File: config.mk
export PLATFORM = sky130hd
export DESIGN_NAME = pc_fetch_ctrl_flat
export DESIGN_NICKNAME = d
export VERILOG_FILES = /design/src/rtl/pc_fetch_ctrl_if.sv /design/src/rtl/pc_fetch_ctrl.sv /design/src/flat_wrapper.sv
export SDC_FILE = /design/constraint.sdc
export NUM_CORES = 1
export LEC_CHECK = 0
export ABC_AREA = 0
export CORE_MARGIN = 2
export CORE_UTILIZATION = 33
export DETAILED_ROUTE_END_ITERATION = 8
export PLACE_DENSITY_LB_ADDON = 0.3
export SYNTH_ARGS = -nofsm -noshare
export SYNTH_HDL_FRONTEND = slang
export SYNTH_SLANG_ARGS = --single-unit
export TNS_END_PERCENT = 1
File: constraint.sdc
create_clock -name clk -period 8.36 [get_ports clk]
set_input_delay 1.254 -clock clk [delete_from_list [all_inputs] [get_ports clk]]
set_output_delay 1.254 -clock clk [all_outputs]
set_load 0.02 [all_outputs]
File: src/rtl/pc_fetch_ctrl_if.sv
// Fetch-controller bus bundle: pipeline control inputs, the instruction-memory
// req/ack channel and the delivered-instruction outputs.
//   master : the fetch controller (drives imem_req/addr and instr_* outputs)
//   slave  : the environment (pipeline control plus instruction memory)
interface pc_fetch_ctrl_if #(
    parameter int unsigned ADDR_W = 32
);
    logic              start;
    logic              stall;
    logic              halt;
    logic              branch_taken;
    logic [15:0]       branch_offset;
    logic              jump;
    logic [ADDR_W-1:0] jump_target;
    logic              imem_req;
    logic [ADDR_W-1:0] imem_addr;
    logic              imem_ack;
    logic [31:0]       imem_rdata;
    logic              instr_valid;
    logic [31:0]       instr;
    logic [ADDR_W-1:0] instr_pc;
    logic [2:0]        state;
    logic              fault;

    modport master (
        input  start, stall, halt, branch_taken, branch_offset, jump, jump_target,
        input  imem_ack, imem_rdata,
        output imem_req, imem_addr, instr_valid, instr, instr_pc, state, fault
    );

    modport slave (
        output start, stall, halt, branch_taken, branch_offset, jump, jump_target,
        output imem_ack, imem_rdata,
        input  imem_req, imem_addr, instr_valid, instr, instr_pc, state, fault
    );
endinterface

File: src/rtl/pc_fetch_ctrl.sv
// Instruction-fetch sequencer for a 1024-word instruction window.
// Owns the PC, fetches over a req/ack handshake, delivers instr/instr_pc with a
// one-cycle instr_valid pulse, and applies stall/branch/jump/halt control.
// Ports:
//   clk    : rising-edge clock
//   reset  : asynchronous, active-high reset
//   bus_io : fetch bus (pc_fetch_ctrl_if.master): control in, imem req/ack,
//            delivered instruction, debug state and sticky fault out
module pc_fetch_ctrl #(
    parameter int unsigned       ADDR_W    = 32,
    parameter logic [ADDR_W-1:0] BASE_ADDR = 32'h940,
    parameter int unsigned       WIN_SIZE  = 1024
) (
    input  logic             clk,
    input  logic             reset,
    pc_fetch_ctrl_if.master  bus_io
);
    localparam logic [2:0] StIdle  = 3'd0;
    localparam logic [2:0] StIssue = 3'd1;
    localparam logic [2:0] StWait  = 3'd2;
    localparam logic [2:0] StHalt  = 3'd3;
    localparam logic [2:0] StFault = 3'd4;

    localparam logic [ADDR_W-1:0] LastAddr = BASE_ADDR + ADDR_W'(WIN_SIZE - 1);

    logic [2:0]        state_q, state_d;
    logic [ADDR_W-1:0] pc_q, pc_d;
    logic [31:0]       instr_q, instr_d;
    logic [ADDR_W-1:0] instr_pc_q, instr_pc_d;
    logic              instr_valid_q, instr_valid_d;
    logic              fault_q, fault_d;
    logic              pend_redir_q, pend_redir_d;
    logic [ADDR_W-1:0] pend_tgt_q, pend_tgt_d;
    logic              pend_halt_q, pend_halt_d;

    logic              redir_req;
    logic [ADDR_W-1:0] redir_tgt;
    logic              eff_redir;
    logic [ADDR_W-1:0] eff_tgt;
    logic              eff_halt;
    logic [ADDR_W-1:0] pc_inc;

    function automatic logic in_window(input logic [ADDR_W-1:0] a);
        return (a >= BASE_ADDR) && (a <= LastAddr);
    endfunction

    // Jump outranks branch; branch is relative to the last delivered instruction.
    assign redir_req = bus_io.jump | bus_io.branch_taken;
    assign redir_tgt = bus_io.jump ? bus_io.jump_target
                     : instr_pc_q + ADDR_W'(1)
                       + {{(ADDR_W-16){bus_io.branch_offset[15]}}, bus_io.branch_offset};

    // A request arriving on the ack cycle is the latest one, so it beats a pending one.
    assign eff_redir = redir_req | pend_redir_q;
    assign eff_tgt   = redir_req ? redir_tgt : pend_tgt_q;
    assign eff_halt  = bus_io.halt | pend_halt_q;
    assign pc_inc    = (pc_q == LastAddr) ? BASE_ADDR : pc_q + ADDR_W'(1);

    always_comb begin
        state_d       = state_q;
        pc_d          = pc_q;
        instr_d       = instr_q;
        instr_pc_d    = instr_pc_q;
        instr_valid_d = 1'b0;
        fault_d       = fault_q;
        pend_redir_d  = pend_redir_q;
        pend_tgt_d    = pend_tgt_q;
        pend_halt_d   = pend_halt_q;

        case (state_q)
            StIdle: begin
                if (bus_io.start) state_d = StIssue;
            end
            StIssue: begin
                if (bus_io.imem_ack) begin
                    pend_redir_d = 1'b0;
                    pend_halt_d  = 1'b0;
                    // Out-of-window targets latched mid-handshake fault here, once
                    // the outstanding request has completed.
                    if (eff_redir && !in_window(eff_tgt)) begin
                        state_d = StFault;
                        fault_d = 1'b1;
                    end else begin
                        if (eff_redir) begin
                            pc_d = eff_tgt;
                        end else begin
                            instr_d       = bus_io.imem_rdata;
                            instr_pc_d    = pc_q;
                            instr_valid_d = 1'b1;
                            pc_d          = pc_inc;
                        end
                        if (eff_halt)          state_d = StHalt;
                        else if (bus_io.stall) state_d = StWait;
                        else                   state_d = StIssue;
                    end
                end else begin
                    // Request cannot be withdrawn: remember control for the ack cycle.
                    if (redir_req) begin
                        pend_redir_d = 1'b1;
                        pend_tgt_d   = redir_tgt;
                    end
                    if (bus_io.halt) pend_halt_d = 1'b1;
                end
            end
            StWait, StHalt: begin
                if (redir_req && !in_window(redir_tgt)) begin
                    state_d = StFault;
                    fault_d = 1'b1;
                end else begin
                    if (redir_req) pc_d = redir_tgt;
                    if (state_q == StWait) begin
                        if (bus_io.halt)        state_d = StHalt;
                        else if (!bus_io.stall) state_d = StIssue;
                    end else if (bus_io.start) begin
                        state_d = StIssue;
                    end
                end
            end
            StFault: begin
                // Only reset leaves this state.
            end
            default: state_d = StIdle;
        endcase
    end

    always_ff @(posedge clk or posedge reset) begin
        if (reset) begin
            state_q       <= StIdle;
            pc_q          <= BASE_ADDR;
            instr_q       <= '0;
            instr_pc_q    <= BASE_ADDR;
            instr_valid_q <= 1'b0;
            fault_q       <= 1'b0;
            pend_redir_q  <= 1'b0;
            pend_tgt_q    <= '0;
            pend_halt_q   <= 1'b0;
        end else begin
            state_q       <= state_d;
            pc_q          <= pc_d;
            instr_q       <= instr_d;
            instr_pc_q    <= instr_pc_d;
            instr_valid_q <= instr_valid_d;
            fault_q       <= fault_d;
            pend_redir_q  <= pend_redir_d;
            pend_tgt_q    <= pend_tgt_d;
            pend_halt_q   <= pend_halt_d;
        end
    end

    assign bus_io.imem_req    = (state_q == StIssue);
    assign bus_io.imem_addr   = pc_q;
    assign bus_io.instr_valid = instr_valid_q;
    assign bus_io.instr       = instr_q;
    assign bus_io.instr_pc    = instr_pc_q;
    assign bus_io.state       = state_q;
    assign bus_io.fault       = fault_q;
endmodule

File: src/flat_wrapper.sv
// flat-port wrapper written by rule: the top's interface ports become plain ports
module pc_fetch_ctrl_flat 
#(
    parameter int unsigned       ADDR_W    = 32,
    parameter logic [ADDR_W-1:0] BASE_ADDR = 32'h940,
    parameter int unsigned       WIN_SIZE  = 1024
)
  (clk, reset, bus_io_start, bus_io_stall, bus_io_halt, bus_io_branch_taken, bus_io_branch_offset, bus_io_jump, bus_io_jump_target, bus_io_imem_ack, bus_io_imem_rdata, bus_io_imem_req, bus_io_imem_addr, bus_io_instr_valid, bus_io_instr, bus_io_instr_pc, bus_io_state, bus_io_fault);
  pc_fetch_ctrl_if #(.ADDR_W(ADDR_W)) bus_io_i ();
  input  logic clk;
  input  logic reset;
  input wire logic [$bits(bus_io_i.start)-1:0] bus_io_start;
  input wire logic [$bits(bus_io_i.stall)-1:0] bus_io_stall;
  input wire logic [$bits(bus_io_i.halt)-1:0] bus_io_halt;
  input wire logic [$bits(bus_io_i.branch_taken)-1:0] bus_io_branch_taken;
  input wire logic [$bits(bus_io_i.branch_offset)-1:0] bus_io_branch_offset;
  input wire logic [$bits(bus_io_i.jump)-1:0] bus_io_jump;
  input wire logic [$bits(bus_io_i.jump_target)-1:0] bus_io_jump_target;
  input wire logic [$bits(bus_io_i.imem_ack)-1:0] bus_io_imem_ack;
  input wire logic [$bits(bus_io_i.imem_rdata)-1:0] bus_io_imem_rdata;
  output wire logic [$bits(bus_io_i.imem_req)-1:0] bus_io_imem_req;
  output wire logic [$bits(bus_io_i.imem_addr)-1:0] bus_io_imem_addr;
  output wire logic [$bits(bus_io_i.instr_valid)-1:0] bus_io_instr_valid;
  output wire logic [$bits(bus_io_i.instr)-1:0] bus_io_instr;
  output wire logic [$bits(bus_io_i.instr_pc)-1:0] bus_io_instr_pc;
  output wire logic [$bits(bus_io_i.state)-1:0] bus_io_state;
  output wire logic [$bits(bus_io_i.fault)-1:0] bus_io_fault;
  assign bus_io_i.start = bus_io_start;
  assign bus_io_i.stall = bus_io_stall;
  assign bus_io_i.halt = bus_io_halt;
  assign bus_io_i.branch_taken = bus_io_branch_taken;
  assign bus_io_i.branch_offset = bus_io_branch_offset;
  assign bus_io_i.jump = bus_io_jump;
  assign bus_io_i.jump_target = bus_io_jump_target;
  assign bus_io_i.imem_ack = bus_io_imem_ack;
  assign bus_io_i.imem_rdata = bus_io_imem_rdata;
  assign bus_io_imem_req = bus_io_i.imem_req;
  assign bus_io_imem_addr = bus_io_i.imem_addr;
  assign bus_io_instr_valid = bus_io_i.instr_valid;
  assign bus_io_instr = bus_io_i.instr;
  assign bus_io_instr_pc = bus_io_i.instr_pc;
  assign bus_io_state = bus_io_i.state;
  assign bus_io_fault = bus_io_i.fault;
  pc_fetch_ctrl #(.ADDR_W(ADDR_W), .BASE_ADDR(BASE_ADDR), .WIN_SIZE(WIN_SIZE)) u_core (.clk(clk), .reset(reset), .bus_io(bus_io_i));
endmodule
After elaboration in Yosys (flattened, before gate mapping)
Cells that the tools add are included.
{"block": "word_totals", "inputBits": 88, "ff_bits": 135, "out_inout_bits": 102}
{"block": "classes", "n_lt_le_gt_ge": 4, "addsub": 3, "mux": 31, "n_eq_ne": 12, "bitwise": 7, "n_reduce_logical": 18}
{"op": "two-way mux 32 bit", "n": 8}
{"op": "adder 32 x 1 -> 32 bit (second input constant)", "n": 2}
{"op": "greater-or-equal comparator 32 x 12 -> 1 bit (second input constant)", "n": 2}
{"op": "less-or-equal comparator 32 x 12 -> 1 bit (second input constant)", "n": 2}
{"op": "case mux 32 bit (2 select lines)", "n": 1}
{"op": "adder 32 bit", "n": 1}
{"op": "equality test 32 x 12 -> 1 bit (second input constant)", "n": 1}
{"op": "two-way mux 3 bit", "n": 8}
{"op": "case mux 3 bit (4 select lines)", "n": 1}
{"op": "two-way mux 1 bit", "n": 11}
{"op": "AND reduction 4 bit", "n": 2}
{"op": "equality test 3 x 2 -> 1 bit (second input constant)", "n": 2}
{"op": "inequality test 2 x 1 -> 1 bit (second input constant)", "n": 3}
{"op": "inequality test 2 bit (second input constant)", "n": 3}
{"op": "AND reduction 2 bit", "n": 3}
{"op": "nonzero test 2 bit", "n": 3}
{"op": "inequality test 5 x 4 -> 1 bit (second input constant)", "n": 1}
{"op": "AND reduction 5 bit", "n": 1}
{"op": "logical AND 1 bit", "n": 4}
{"op": "inverter 1 bit", "n": 4}
{"op": "equality test 3 x 1 -> 1 bit (second input constant)", "n": 1}
{"op": "equality test 3 bit (second input constant)", "n": 1}
{"op": "logical NOT 3 bit", "n": 1}
{"op": "OR 1 bit", "n": 3}
{"op": "other kinds (5)", "n": 6}

Longest topological paths before layout
Gate-level depths: netlist of the first run.
{"block": "depth", "depth_word": 11, "mapped_depth": 16, "depth_no_buf": 15}

Worst setup path before layout of the first run
Ideal clock, no wire load.
{"block": "synth_path", "path_type": "input-to-reg", "start": "input bus_io_branch_offset[0]", "end": "register u_core.pc_q[17] (netlist: u_core.bus_io.imem_addr[17])", "t_arrival_ps": 4921, "slack_ps": 3312, "required_time_ps": 8232, "cell_stages": 16, "path_buffers": 1, "cell_sequence": "inv_1 -> ha_1 -> inv_1 -> fa_1 -> a21o_1 -> a311oi_2 -> o31a_1 -> nor4_2 -> or3_1 -> a31o_2 -> o21ai_0 -> nand4_1 -> or4_4 -> a32oi_4 -> buf_6 -> mux2_1"}
{"block": "synth_via", "elab_chain_len": 9}
{"element": "from (decl)", "line_no": "flat_wrapper.sv:16", "rtl": "input wire logic [$bits(bus_io_i.branch_offset)-1:0] bus_io_branch_offset;"}
{"element": "adder 32 bit (*)", "line_no": "pc_fetch_ctrl.sv:51", "rtl": "+ {{(ADDR_W-16){bus_io.branch_offset[15]}}, bus_io.branch_offset};"}
{"element": "two-way mux 32 bit (*)", "line_no": "pc_fetch_ctrl.sv:49", "rtl": "assign redir_tgt = bus_io.jump ? bus_io.jump_target"}
{"element": "two-way mux 32 bit", "line_no": "pc_fetch_ctrl.sv:110", "rtl": "if (redir_req) pc_d = redir_tgt;"}
{"element": "greater-or-equal comparator 32 x 12 -> 1 bit or less-or-equal comparator 32 x 12 -> 1 bit (tied branches)", "line_no": "pc_fetch_ctrl.sv:44", "rtl": "return (a >= BASE_ADDR) && (a <= LastAddr);"}
{"element": "logical AND 1 bit", "line_no": "pc_fetch_ctrl.sv:44"}
{"element": "logical NOT 1 bit", "line_no": "pc_fetch_ctrl.sv:80", "rtl": "if (eff_redir && !in_window(eff_tgt)) begin"}
{"element": "logical AND 1 bit", "line_no": "pc_fetch_ctrl.sv:80"}
{"element": "inequality test 2 bit (no line)"}
{"element": "AND reduction 5 bit (no line)"}
{"element": "to (signal assigned)", "line_no": "pc_fetch_ctrl.sv:139", "rtl": "pc_q <= pc_d;"}
{"element": "to (decl)", "line_no": "pc_fetch_ctrl.sv:27", "rtl": "logic [ADDR_W-1:0] pc_q, pc_d;"}
Every way passes the cells marked *; elsewhere a longest branch is shown, timed or not. The select of a mux whose other input is x is not followed.
A chain may end at the register's enable or synchronous reset.

Worst setup path in the final report of the first run
{"block": "layout_path", "start": "input bus_io_branch_offset[15]", "end": "register u_core.pc_q[16] (netlist: u_core.bus_io.imem_addr[16])"}
The elaborated chain is that of the path after synthesis.

==> impl_metrics.py, run 1 <==
metrics = {
    "outcome": {
        "run_status": "finished, final reports clean",
    },
    "sta": {
        "tns_ps": 0,
        "finalSetupViolCount": 0,
        "relSlewSlack": 0.208,
        "fin_worst_skew_ps": 7.46,
        "rsz0062_at_grt": "no",
        "timing.final.crit_period_ps": 6590,
        "timing.final.crit_share": 0.788,
        "hold_viol_final": 0,
        "slew_viol_final": 0,
        "fmax_mhz": 152,
        "tightest_slew_ps": 1190,
    },
    "worst_hold_path": {
        "hold_path_class": "register to register",
    },
    "power": {
        "pwr_density_cell_mw_per_mm2": 349,
        "p_clk_frac": 0.178,
        "seqPwrFrac": 0.312,
        "total_power_mw": 4.26,
        "p_leak_nw": 5.30,
        "p_int_mw": 2.27,
        "power_frac_comb": 0.510,
        "switching_power_mw": 2.00,
        "peakVddDrop_mv": 0.138,
        "switching_share": 0.468,
    },
    "drt": {
        "wl_mm": 37.9,
        "via_per_inst": 5.65,
        "drt-pass1-iter-count": 6,
        "dr.first_iter.drc_count": 892,
        "postRouteAntennaNets": 0,
        "wire_per_inst_microns": 22.0,
        "drc": 0,
        "routed-via-count": 9727,
    },
    "synthesis": {
        "yosys-mux-area-fraction": 0.0518,
        "ys.flop_type": "dfrtp_1",
        "yosysWarnings": 0,
        "synth_top_family_by_area": "simple AND/OR/NAND/NOR gates",
        "syn_area_per_cell_sq_um": 8.05,
        "synth.distinct_cells": 76,
        "synth_nets": 1294,
        "yosysSeqAreaShare": 0.359,
        "synth_simple_gate_area_frac": 0.231,
        "synth_compound_area_frac": 0.224,
        "async_flop_share": 1.00,
        "synth_fa_ha_area_frac": 0.0445,
        "syn_area_sq_mm": 0.00944,
        "ys_seq_elements": 135,
        "syn_inst": 1173,
        "synth_xor_area_frac": 0.0519,
        "synth_edf_count": 0,
    },
    "clock_tree": {
        "cts_hold_buffers": 0,
        "cts.clk_slew.worst_paths_ps": 70,
        "cts-root-buf": "clkbuf_16",
        "cts_tree": "built",
        "clk_latency_ps": 430,
        "cts_setup_buffers": 0,
        "cts_made_buffers": 17,
        "ctsHtreeMaxLevel": 4,
        "ctsResizeCount": 0,
        "cts.path.max_buffers": 2,
        "clock-sinks": 135,
    },
    "worst_setup_path": {
        "cpMaxStageDelayCell": "clkdlybuf4s50_1",
        "worstPathRequired_ps": 8680,
        "critPathMaxStageDelay_ps": 800,
        "path_cells": "clkdlybuf4s50_1 -> ha_1 -> nand2_1 -> o21ai_0 -> a21oi_1 -> a21oi_1 -> o21ai_0 -> a31oi_1 -> nand4_1 -> a2111oi_1 -> nand3_1 -> a32oi_4 -> buf_4 -> mux2_2",
        "path_class": "primary input to register",
        "crit_family": "compound AO/OA/AOI/OAI gates",
        "critical_path_buf_inv_count": 2,
        "worstPathArrival_ps": 6910,
        "crit_fanout": 17,
        "critPathCaptureType": "register",
        "cp-start-kind": "primary input",
    },
    "global_routing": {
        "antenna_found_initial": 0,
        "grt_pass1_wl_mm": 57.6,
        "grt.total_usage": 0.248,
        "grt_busiest_layer": "met2",
        "grt_pass1_vias": 9448,
        "grtUsageMet1": 0.330,
        "met3_usage": 0.0710,
        "overflow": 0,
        "grt_max_degree": 76,
        "globalRouteMet2Util": 0.384,
    },
    "cells_and_area": {
        "nNetsFinal": 1451,
        "syn_to_final_growth_pct": 29.4,
        "multi_input_area_sq_mm": 0.00569,
        "final_common_cell": "nand2_1",
        "n_antenna_cell": 0,
        "layout_common_cells": "285 x nand2_1, 188 x clkdlybuf4s50_1, 129 x dfrtp_1",
        "num-fill-cells": 2801,
        "regArea_sq_mm": 0.00339,
        "drive_gt1_frac": 0.0655,
    },
    "floorplanning": {
        "placementRows": 61,
        "pin_count": 190,
        "dieHeight_microns": 173,
        "initial_core_util": 0.337,
        "die-area_sq_mm": 0.0300,
        "dieWidth_microns": 173,
        "core-area_sq_mm": 0.0280,
    },
    "placement": {
        "portBuffers": 189,
        "globalplace.congestion": 0.990,
        "dpl.hpwl_mm": 28.0,
    },
    "run": {
        "max_cap_viol_count": 0,
    },
}
[stage by stage]
stage / hold WS [ps] / utilization / std cells / area (sq um) / setup WS, ps
2_1_floorplan: 442 / - / 1173 / 9440 / 3310
3_3_place_gp: 456 / 0.416 / 1689 / 11700 / 1570
3_5_place_dp: 461 / 0.416 / 1689 / 11700 / 1440
4_1_cts: 476 / 0.436 / 1721 / 12200 / 1880
5_1_grt: 500 / 0.436 / 1721 / 12200 / 1480
6_report: 469 / 0.436 / 1721 / 12200 / 1770
[tightest hold or removal path: stages, from the launching register on]
cell	delay (ps)
dfrtp_1	340
nand2_1	50
nand2_1	50
[power by group through the flow]
stage	clock network (mW)	registers (mW)	logic, mW
2_1_floorplan	0	1.41	1.10
3_3_place_gp	0	1.33	2.14
3_5_place_dp	0	1.33	2.15
4_1_cts	0.764	1.32	2.16
5_1_grt	0.789	1.36	2.35
6_report	0.757	1.33	2.17
[cells by family after synthesis]
family          count (synthesis)
simple gates                  492
compound gates                321
flops                         135
buf+inv                        91
xor+xnor                       56
mux                            45
fa+ha+maj                      33
[worst paths after layout]
check	slack (ps)	start	cells past startpoint	end
worst max-delay path	1770	bus_io_branch_offset[15]	14	u_core.bus_io.imem_addr[16]
worst min-delay path	470	u_core.bus_io.instr[25]	2	u_core.bus_io.instr[25]
worst max register to register	2590	u_core.bus_io.instr_pc[0]	16	u_core.bus_io.imem_addr[16]
worst min register to register	470	u_core.bus_io.instr[25]	2	u_core.bus_io.instr[25]
max in group asynchronous	5670	reset	3	u_core.bus_io.imem_addr[30]
min in group asynchronous	1320	reset	2	u_core.bus_io.instr[26]
[synth_stat cells (all sizes together), types with 6 or more instances]
library cell,instances,area share
o221a,7,0.0083
xnor2,37,0.034
nand3,21,0.011
clkbuf,55,0.022
o21ai,89,0.048
mux2i,14,0.015
o21a,9,0.0072
nor2b,9,0.0060
mux2,31,0.037
o22ai,12,0.0079
buf,12,0.0077
a211oi,8,0.0064
inv,24,0.0095
and4,8,0.0074
a21oi,84,0.045
nand4,21,0.014
ha,32,0.042
a21o,19,0.015
o221ai,10,0.0093
nor3,21,0.011
nand2,286,0.11
a21boi,8,0.0064
a31oi,13,0.0086
and3,11,0.0073
nor2,71,0.028
and2,6,0.0040
or3,8,0.0053
xor2,19,0.018
a221oi,9,0.0097
dfrtp,129,0.34
o31ai,6,0.0048
nand2b,9,0.0060
nor4,10,0.0073
dfstp,6,0.017
[flip-flops by register name, indices dropped and copies added, names as in the netlist]
| register | cells |
|---|---|
| u_core.bus_io.fault | 1 |
| u_core.bus_io.imem_addr | 32 |
| u_core.bus_io.instr | 32 |
| u_core.bus_io.instr_pc | 32 |
| u_core.bus_io.instr_valid | 1 |
| u_core.bus_io.state | 3 |
| u_core.pend_halt_q | 1 |
| u_core.pend_redir_q | 1 |
| u_core.pend_tgt_q | 32 |
[routing by layer]
layer / vias up / share of wire
met3: 64 / 0.094
met4: 0 / 0.032
met2: 476 / 0.45
met5: - / 0
met1: 4669 / 0.43
li1: 4518 / -
[cell type report]
type / instances / share of cell area
timing repair buffer: 205 / 0.164
clock inverter: 14 / 0.0106
tap: 378 / 0.0387
sequential: 135 / 0.277
clock buffer: 18 / 0.0359
multi-input combinational: 947 / 0.466
inverter: 24 / 0.00778
No activity file was read; power rests on OpenSTA's default activity.
==> run 2: changes to the inputs <==
==> constraint.sdc (replaced) <==
create_clock -name clk -period 5.4 [get_ports clk]
set_input_delay 0.81 -clock clk [delete_from_list [all_inputs] [get_ports clk]]
set_output_delay 0.81 -clock clk [all_outputs]
set_load 0.02 [all_outputs]
==> run 2 against run 1 <==
Effect of this change: via count increased by 1.7%; clock skew grew 6.5 ps; non-clock buffer count up 51; critical endpoint is now u_core.bus_io.imem_addr[31]; largest cell class unchanged.
==> impl_metrics.py, run 2 (same netlist as run 1, synthesis figures left out) <==
metrics = {
    "clock_tree": {
        "cts.path.max_buffers": 2,
        "cts.clk_slew.worst_paths_ps": 70,
        "cts_tree": "built",
        "clk_latency_ps": 430,
        "cts_setup_buffers": 0,
        "ctsHtreeMaxLevel": 4,
        "ctsResizeCount": 0,
        "clock-sinks": 135,
        "cts_made_buffers": 17,
        "cts-root-buf": "clkbuf_16",
        "cts_hold_buffers": 0,
    },
    "drt": {
        "drt-pass1-iter-count": 5,
        "dr.first_iter.drc_count": 844,
        "route.met3.wl_mm": 3.19,
        "highest_layer": "met4",
        "wl_met2_mm": 16.4,
        "drc": 0,
        "wire_per_inst_microns": 21.2,
        "postRouteAntennaNets": 0,
        "routed-via-count": 9893,
        "wl_met1_mm": 16.6,
        "wl_mm": 37.6,
        "via_per_inst": 5.58,
    },
    "sta": {
        "hold_viol_final": 0,
        "fmax_mhz": 198,
        "finalSetupViolCount": 0,
        "relSlewSlack": 0.266,
        "fin_worst_skew_ps": 14.0,
        "timing.final.crit_period_ps": 5060,
        "slew_viol_final": 0,
        "timing.final.crit_share": 0.937,
        "rsz0062_at_grt": "no",
        "tightest_slew_ps": 1100,
    },
    "power": {
        "pwr_density_cell_mw_per_mm2": 545,
        "total_power_mw": 6.93,
        "p_leak_nw": 5.60,
        "peakVddDrop_mv": 0.285,
    },
    "worst_setup_path": {
        "critPathCaptureType": "register",
        "path_class": "primary input to register",
        "cp-start-kind": "primary input",
        "r2r_setup_slack_ps": 700,
        "worstPathArrival_ps": 5360,
        "worstPathRequired_ps": 5700,
        "crit_fanout": 17,
        "r2r-end": "u_core.bus_io.imem_addr[31]",
        "r2r-start": "u_core.bus_io.instr_pc[8]",
        "reg2regPathDepth": 14,
    },
    "worst_hold_path": {
        "hold_path_class": "register to register",
        "worstHoldStart": "u_core.bus_io.fault",
        "hold_path_depth": 2,
        "min_to": "u_core.bus_io.fault",
    },
    "floorplanning": {
        "dieHeight_microns": 173,
        "core-area_sq_mm": 0.0280,
        "placementRows": 61,
        "dieWidth_microns": 173,
        "pin_count": 190,
        "initial_core_util": 0.337,
        "die-area_sq_mm": 0.0300,
    },
    "global_routing": {
        "antenna_found_initial": 0,
        "grt_pass1_vias": 9626,
        "grt_max_degree": 86,
        "grt.total_usage": 0.250,
        "grt_pass1_wl_mm": 58.2,
        "overflow": 0,
    },
    "cells_and_area": {
        "final_common_cell": "nand2_1",
        "finalInstanceArea_sq_mm": 0.0127,
        "post-route-util": 0.454,
        "nNetsFinal": 1502,
        "num-fill-cells": 2797,
        "n_antenna_cell": 0,
        "drive_gt1_frac": 0.0997,
        "stdcell_count": 1772,
        "layout_common_cells": "285 x nand2_1, 188 x clkdlybuf4s50_1, 129 x dfrtp_1",
        "syn_to_final_growth_pct": 34.6,
    },
    "placement": {
        "portBuffers": 189,
        "dpl.hpwl_mm": 28.6,
        "place_area_sq_mm": 0.0121,
        "numPlacedInstances": 1740,
        "globalplace.congestion": 0.963,
    },
    "outcome": {
        "run_status": "finished, final reports clean",
    },
    "run": {
        "max_cap_viol_count": 0,
    },
}
[run 2: worst max-delay path, cell delays in order]
cell and delay [ps]:
clkdlybuf4s50_1 450, inv_1 40, ha_1 170, inv_1 70, fa_1 200, a21o_1 180, a311oi_2 120, buf_4 170
or4_1 530, a21boi_0 280, o31ai_1 140, nor4bb_1 520, nand4_1 170, a2111oi_1 320, buf_4 210, nand3_1 120
a32oi_4 310, buf_12 210, mux2_1 340
[run 2: power breakdown]
| group | total [mW] | switching (mW) | internal [mW] |
|---|---|---|---|
| clock | 1.30 | 0.515 | 0.786 |
| combinational | 3.59 | 2.01 | 1.58 |
| sequential | 2.04 | 0.586 | 1.46 |
[run 2: worst max-delay path by stage]
stage	start	endpoint	slack, ps	depth (start not counted)
after global placement	bus_io_branch_offset[0]	u_core.bus_io.imem_addr[18]	3	19
after global routing	bus_io_branch_offset[0]	u_core.bus_io.imem_addr[31]	9	19
after detailed placement	bus_io_branch_offset[0]	u_core.bus_io.imem_addr[25]	-30	19
after floorplan	bus_io_branch_offset[0]	u_core.bus_io.imem_addr[17]	800	16
after CTS	bus_io_branch_offset[0]	u_core.bus_io.imem_addr[31]	380	19
final	bus_io_branch_offset[0]	u_core.bus_io.imem_addr[31]	340	19
[run 2: final cells by class]
class                      instances  area, sq um  share of cell area
clock buffer                      17          425              0.0335
clock inverter                    15          213              0.0167
inverter                          24         95.1             0.00748
multi-input combinational        947         5690               0.448
sequential                       135         3390               0.266
tap                              378          473              0.0372
timing repair buffer             256         2430               0.191
[run 2: per-stage QoR]
step           TNS (ps)  hold WS (ps)  setup WS (ps)
2_1_floorplan         0           442            796
5_1_grt               0           496           8.51
3_3_place_gp          0           448           3.33
3_5_place_dp       -268           462          -31.7
6_report              0           470            343
4_1_cts               0           477            383
[run 2: routing by layer]
layer | GRT usage | vias to the layer above
met1 | 0.346 | 4731
met4 | 0.0968 | 0
met5 | 0 | -
li1 | - | 4621
met3 | 0.0576 | 68
met2 | 0.380 | 473
